$ cat config.mk
export PLATFORM = sky130hd
export DESIGN_NAME = fifo_sync_param_flat
export DESIGN_NICKNAME = d
export VERILOG_FILES = /design/src/rtl/fifo_sync_param_if.sv /design/src/rtl/fifo_sync_param.sv /design/src/flat_wrapper.sv
export SDC_FILE = /design/constraint.sdc
export NUM_CORES = 1
export LEC_CHECK = 0
export ABC_AREA = 1
export BUFFER_PORTS_ARGS = -buffer_cell sky130_fd_sc_hd__buf_2
export CORE_ASPECT_RATIO = 0.9
export CORE_MARGIN = 5
export CORE_UTILIZATION = 58
export CTS_BUF_LIST = sky130_fd_sc_hd__clkbuf_2
export CTS_CLUSTER_DIAMETER = 30
export DETAILED_ROUTE_END_ITERATION = 8
export PLACE_DENSITY = 0.76
export REMOVE_ABC_BUFFERS = 1
export SYNTH_ARGS = -nofsm -noshare
export SYNTH_HDL_FRONTEND = slang
export SYNTH_SLANG_ARGS = --single-unit
$ cat constraint.sdc
create_clock -name clk -period 2 [get_ports clk]
set_input_delay 0.4 -clock clk [delete_from_list [all_inputs] [get_ports clk]]
set_output_delay 0.4 -clock clk [all_outputs]
set_load 0.005 [all_outputs]
$ cat src/rtl/fifo_sync_param_if.sv
// Handshake/status bundle between a single-clock FIFO and its producer/consumer.
// The master side drives data and requests; the slave side is the FIFO itself.
interface fifo_sync_param_if #(
  parameter int unsigned DATA_WIDTH = 8,
  parameter int unsigned ADDR_WIDTH = 5
);
  logic [DATA_WIDTH-1:0] data_in;
  logic                  Wr_enable;
  logic                  Read_enable;
  logic [DATA_WIDTH-1:0] data_out;
  logic                  empty_flag;
  logic                  full_flag;
  logic                  almost_empty_flag;
  logic                  almost_full_flag;
  logic [ADDR_WIDTH:0]   count;
  logic                  overflow_flag;
  logic                  underflow_flag;

  modport master (
    output data_in, Wr_enable, Read_enable,
    input  data_out, empty_flag, full_flag, almost_empty_flag, almost_full_flag,
    input  count, overflow_flag, underflow_flag
  );

  modport slave (
    input  data_in, Wr_enable, Read_enable,
    output data_out, empty_flag, full_flag, almost_empty_flag, almost_full_flag,
    output count, overflow_flag, underflow_flag
  );
endinterface

$ cat src/rtl/fifo_sync_param.sv
// Single-clock parametrised FIFO with occupancy count, programmable thresholds,
// overflow/underflow pulses and a choice of registered or first-word-fall-through read.
module fifo_sync_param #(
  parameter int unsigned DATA_WIDTH    = 8,
  parameter int unsigned ADDR_WIDTH    = 5,
  parameter int unsigned AFULL_THRESH  = 2**ADDR_WIDTH - 2,
  parameter int unsigned AEMPTY_THRESH = 2,
  parameter bit          FWFT          = 1'b0
) (
  input logic               clk,
  input logic               rst,
  fifo_sync_param_if.slave  bus
);
  localparam int unsigned DEPTH = 2**ADDR_WIDTH;
  localparam int unsigned CntW  = ADDR_WIDTH + 1;

  localparam logic [CntW-1:0] DepthC  = CntW'(DEPTH);
  localparam logic [CntW-1:0] AfullC  = CntW'(AFULL_THRESH);
  localparam logic [CntW-1:0] AemptyC = CntW'(AEMPTY_THRESH);

  logic [DATA_WIDTH-1:0] mem [DEPTH];

  logic [ADDR_WIDTH-1:0] wr_ptr_q, rd_ptr_q;
  logic [CntW-1:0]       count_q, count_d;
  logic                  empty_q, full_q, aempty_q, afull_q;
  logic                  ovf_q, udf_q;
  logic                  wr_acc, rd_acc;

  // Acceptance uses the registered flags, so a read on a full FIFO never frees a slot
  // for a write in the same cycle.
  assign wr_acc = bus.Wr_enable && !full_q;
  assign rd_acc = bus.Read_enable && !empty_q;

  always_comb begin
    count_d = count_q;
    case ({wr_acc, rd_acc})
      2'b10:   count_d = count_q + CntW'(1);
      2'b01:   count_d = count_q - CntW'(1);
      default: count_d = count_q;
    endcase
  end

  always_ff @(posedge clk) begin
    if (rst) begin
      wr_ptr_q <= '0;
      rd_ptr_q <= '0;
      count_q  <= '0;
      empty_q  <= 1'b1;
      aempty_q <= 1'b1;
      full_q   <= 1'b0;
      afull_q  <= 1'b0;
      ovf_q    <= 1'b0;
      udf_q    <= 1'b0;
    end else begin
      if (wr_acc) wr_ptr_q <= wr_ptr_q + ADDR_WIDTH'(1);
      if (rd_acc) rd_ptr_q <= rd_ptr_q + ADDR_WIDTH'(1);
      count_q  <= count_d;
      empty_q  <= (count_d == '0);
      full_q   <= (count_d == DepthC);
      aempty_q <= (count_d <= AemptyC);
      afull_q  <= (count_d >= AfullC);
      ovf_q    <= bus.Wr_enable && full_q;
      udf_q    <= bus.Read_enable && empty_q;
    end
  end

  // Storage is deliberately not reset.
  always_ff @(posedge clk) begin
    if (!rst && wr_acc) mem[wr_ptr_q] <= bus.data_in;
  end

  if (FWFT) begin : g_fwft
    assign bus.data_out = mem[rd_ptr_q];
  end else begin : g_std
    logic [DATA_WIDTH-1:0] dout_q;
    always_ff @(posedge clk) begin
      if (rst) begin
        dout_q <= '0;
      end else if (rd_acc) begin
        dout_q <= mem[rd_ptr_q];
      end
    end
    assign bus.data_out = dout_q;
  end

  assign bus.count             = count_q;
  assign bus.empty_flag        = empty_q;
  assign bus.full_flag         = full_q;
  assign bus.almost_empty_flag = aempty_q;
  assign bus.almost_full_flag  = afull_q;
  assign bus.overflow_flag     = ovf_q;
  assign bus.underflow_flag    = udf_q;
endmodule

$ cat src/flat_wrapper.sv
// flat-port wrapper written by rule: the top's interface ports become plain ports
module fifo_sync_param_flat 
#(
  parameter int unsigned DATA_WIDTH    = 8,
  parameter int unsigned ADDR_WIDTH    = 5,
  parameter int unsigned AFULL_THRESH  = 2**ADDR_WIDTH - 2,
  parameter int unsigned AEMPTY_THRESH = 2,
  parameter bit          FWFT          = 1'b0
)
  (clk, rst, bus_data_in, bus_Wr_enable, bus_Read_enable, bus_data_out, bus_empty_flag, bus_full_flag, bus_almost_empty_flag, bus_almost_full_flag, bus_count, bus_overflow_flag, bus_underflow_flag);
  fifo_sync_param_if #(.DATA_WIDTH(DATA_WIDTH), .ADDR_WIDTH(ADDR_WIDTH)) bus_i ();
  input logic clk;
  input logic rst;
  input wire logic [$bits(bus_i.data_in)-1:0] bus_data_in;
  input wire logic [$bits(bus_i.Wr_enable)-1:0] bus_Wr_enable;
  input wire logic [$bits(bus_i.Read_enable)-1:0] bus_Read_enable;
  output wire logic [$bits(bus_i.data_out)-1:0] bus_data_out;
  output wire logic [$bits(bus_i.empty_flag)-1:0] bus_empty_flag;
  output wire logic [$bits(bus_i.full_flag)-1:0] bus_full_flag;
  output wire logic [$bits(bus_i.almost_empty_flag)-1:0] bus_almost_empty_flag;
  output wire logic [$bits(bus_i.almost_full_flag)-1:0] bus_almost_full_flag;
  output wire logic [$bits(bus_i.count)-1:0] bus_count;
  output wire logic [$bits(bus_i.overflow_flag)-1:0] bus_overflow_flag;
  output wire logic [$bits(bus_i.underflow_flag)-1:0] bus_underflow_flag;
  assign bus_i.data_in = bus_data_in;
  assign bus_i.Wr_enable = bus_Wr_enable;
  assign bus_i.Read_enable = bus_Read_enable;
  assign bus_data_out = bus_i.data_out;
  assign bus_empty_flag = bus_i.empty_flag;
  assign bus_full_flag = bus_i.full_flag;
  assign bus_almost_empty_flag = bus_i.almost_empty_flag;
  assign bus_almost_full_flag = bus_i.almost_full_flag;
  assign bus_count = bus_i.count;
  assign bus_overflow_flag = bus_i.overflow_flag;
  assign bus_underflow_flag = bus_i.underflow_flag;
  fifo_sync_param #(.DATA_WIDTH(DATA_WIDTH), .ADDR_WIDTH(ADDR_WIDTH), .AFULL_THRESH(AFULL_THRESH), .AEMPTY_THRESH(AEMPTY_THRESH), .FWFT(FWFT)) u_core (.clk(clk), .rst(rst), .bus(bus_i));
endmodule
==> flow_summary.ini <==
[outcome]
status = finished clean

[worst_setup_path]
cpPeakStageDelay_ps = 370
crit_type = reg -> reg
r2r_end = u_core.bus.almost_empty_flag
rr_worst_depth = 12
worst_setup_path_start_kind = flip-flop
crit_path_max_fanout = 5
cp.required_ps = 2760
cp-startpoint = u_core.bus.full_flag
crit_arrival_ps = 2630
crit_end = u_core.bus.almost_empty_flag
critPathSlowestCell = dfxtp_2
timing.rr.start = u_core.bus.full_flag
r2r_setup_slack_ps = 120
path_cells = inv_2 -> nand2_2 -> nand2_2 -> nand2_1 -> nand2_1 -> ha_1 -> or2_2 -> xnor2_1 -> nand2_1 -> o21ai_2 -> nand3_1 -> o21bai_1
crit_top_cell = nand2_1
end_kind = flip-flop

[synthesis]
yosysSeqAreaShare_pct = 71.3
syn_area_um2 = 11600
async_flop_share_pct = 0
netlist_instances = 988
synthSimpleGateAreaFrac_pct = 13.3
synth_adder_area_share_pct = 0.754
synth.distinct_cells = 31
synth_top_family_by_area = simple AND/OR/NAND/NOR gates
synth_compound_area_share_pct = 10.8
syn_area_per_cell_um2 = 11.8
synth_top_area_share_pct = 66.2
synth_top_area_cell = edfxtp_1
synth_xor_area_share_pct = 0.226
synth-edff-count = 256
synth-seq-cells = 286
synth_flop_cell = edfxtp_1
synth_area_leaders = edfxtp_1 (66%), nor2_1 (6.8%), o21ai_0 (5.3%), dfxtp_1 (5.2%), nand2_1 (3.0%)
ys.warnings.count = 0
synth_mux_area_share_pct = 0

[route]
drc = 0
drt_iter0_markers = 975
drt-total-wl_um = 27600
route.met2.wl_um = 12900
viasPerCell = 5.79
ant_nets = 0
drt_pass1_iterations = 5
post_drt_wl_per_cell_um = 19.3
vias = 8252
wl_met3_um = 2340
met1_length_um = 11800
highest_layer = met4

[die]
dieArea_um2 = 23000
fp-row-count = 49
die_width_um = 159
start_util_pct = 58.5
core_um2 = 19900
pin_count = 32
die_y_um = 144

[finish]
stdcell_area_um2 = 13200
drive_above_1_share_pct = 20.8
finalNonFillerCells = 1426
syn_to_final_growth_pct = 13.2
final_nets = 1136
final_cell_mix = edfxtp_1 (256), nor2_1 (207), o21ai_0 (124), clkbuf_2 (109), nand2_1 (93)
fill_cells = 1491
final_common_cell = edfxtp_1

[cts]
clock_tree.buffer_depth = 3
cts_tree = yes
cts_made_buffers = 71
cts_sinks = 286
cts-htree-levels = 3
clock_latency_ps = 830
clk_pin_slew_worst_paths_ps = 110
cts_setup_buffers = 0
cts-root-buf = clkbuf_2

[timing]
timing.slew.headroom_pct = 50.3
finClkSkew_ps = 38.6
max_freq_ghz = 0.533
period_share_pct = 93.9
setup_tns_ps = 0
rsz0062_at_grt = no
tightest_slew_ps = 746
slew_viol_final = 0
fin_crit_ps = 1880
hold_viol_final = 0
finalSetupViolCount = 0
fin_ws_ps = 123

[flow_run]
cap_violations = 0

[hold_path]
hold_class = in -> reg

[placed_design]
dp_cells = 1294
io_buffers = 31
dp_worst_setup_slack_ps = -122
gp_congestion = 0.901
place_hpwl_um = 16800
place_area_um2 = 12500

[grt]
grt_max_degree = 53
antenna_found_initial = 2
grt_overflow = 0
grt_pass1_wl_um = 42200
track_usage_pct = 24.0
grt_pass1_vias = 7696

[pwr]
p_leak_nw = 4.77
p_total_w = 0.0117
power.density_nw_per_um2 = 887
ir_worst_vdd_v = 0.000744
timing repair:
item                                    CTS  global route
hold buffers                              5             0
hold endpoints to repair                 10             0
gates resized for setup                   0            10
endpoints found under the setup margin    0             9
cell type report:
cell class,count,area [um2],share of cell area [%]
Sequential cell,286,8300,63.1
Multi-Input combinational cell,610,2930,22.3
Timing Repair Buffer,111,858,6.53
Clock buffer,109,546,4.15
Tap cell,255,319,2.43
Inverter,37,140,1.07
Clock inverter,16,62.6,0.476
Antenna cell,2,5.00,0.0381
how the worst min path moves through the flow:
stage | cells past startpoint | startpoint | slack, ps | end
3_5_place_dp | 2 | u_core.bus.full_flag | 470 | u_core.bus.overflow_flag
3_3_place_gp | 2 | u_core.bus.full_flag | 460 | u_core.bus.overflow_flag
5_1_grt | 1 | bus_data_in[4] | 30 | u_core.mem[13][4]
6_report | 1 | bus_data_in[4] | 90 | u_core.mem[26][4]
4_1_cts | 1 | bus_data_in[4] | 7 | u_core.mem[24][4]
2_1_floorplan | 2 | u_core.bus.data_out[0] | 460 | u_core.bus.data_out[0]
power by group:
group / switching, W / internal (W) / total [W]
logic: 0.000911 / 0.000460 / 0.00137
clock network: 0.00220 / 0.00144 / 0.00364
registers: 0.0000811 / 0.00657 / 0.00665
total: 0.00319 / 0.00847 / 0.0117
cell usage after synthesis, types with 2 or more instances:
cell / instances
nor2_2: 2
nor2_1: 209
a21oi_1: 16
o211ai_1: 31
edfxtp_1: 256
inv_1: 31
dfxtp_1: 30
buf_6: 5
inv_2: 5
o21bai_1: 2
nand4_1: 16
buf_2: 14
o21ai_1: 14
o22ai_1: 34
nand3_1: 42
clkbuf_1: 30
ha_1: 7
nor3_1: 8
nand2_2: 3
xnor2_1: 2
o21ai_0: 124
buf_4: 5
nand2_1: 94
sequential cells by signal (all words and copies together) (netlist names):
name and count:
u_core.bus.overflow_flag 1, u_core.bus.data_out 8, u_core.mem 256, u_core.bus.full_flag 1, u_core.rd_ptr_q 5, u_core.bus.almost_full_flag 1, u_core.bus.underflow_flag 1, u_core.bus.almost_empty_flag 1
u_core.bus.count 6, u_core.wr_ptr_q 5, u_core.bus.empty_flag 1
kinds of logic (layout without fill, tap and decap cells):
| group | Yosys count | in the layout |
|---|---|---|
| other | 0 | 2 |
| flip-flops | 286 | 286 |
| buffers and inverters | 92 | 273 |
| adder cells (fa/ha/maj) | 7 | 7 |
| XOR/XNOR | 3 | 3 |
| AO/OA/AOI/OAI | 223 | 223 |
| AND/OR/NAND/NOR | 377 | 377 |
metal layers:
| layer | track usage (%) | up-vias |
|---|---|---|
| li1 | - | 3846 |
| met1 | 34.5 | 3959 |
| met2 | 36.3 | 389 |
| met3 | 5.81 | 58 |
| met4 | 8.62 | 0 |
| met5 | 0 | - |
worst max-delay path: cells and delay by family (launching register included):
| family | cells | cell delay [ps] |
|---|---|---|
| AND/OR/NAND/NOR | 7 | 780 |
| AO/OA/AOI/OAI | 2 | 240 |
| XOR/XNOR | 1 | 200 |
| buffers and inverters | 1 | 50 |
| flip-flops | 1 | 370 |
| adder cells (fa/ha/maj) | 1 | 170 |
through the flow:
stage / hold WS (ps) / util [%]
3_5_place_dp: 475 / 62.7
2_1_floorplan: 456 / -
5_1_grt: 27.7 / 66.2
4_1_cts: 6.78 / 66.0
3_3_place_gp: 464 / 62.7
6_report: 87.0 / 66.2
No activity file was read; power rests on OpenSTA's default activity.
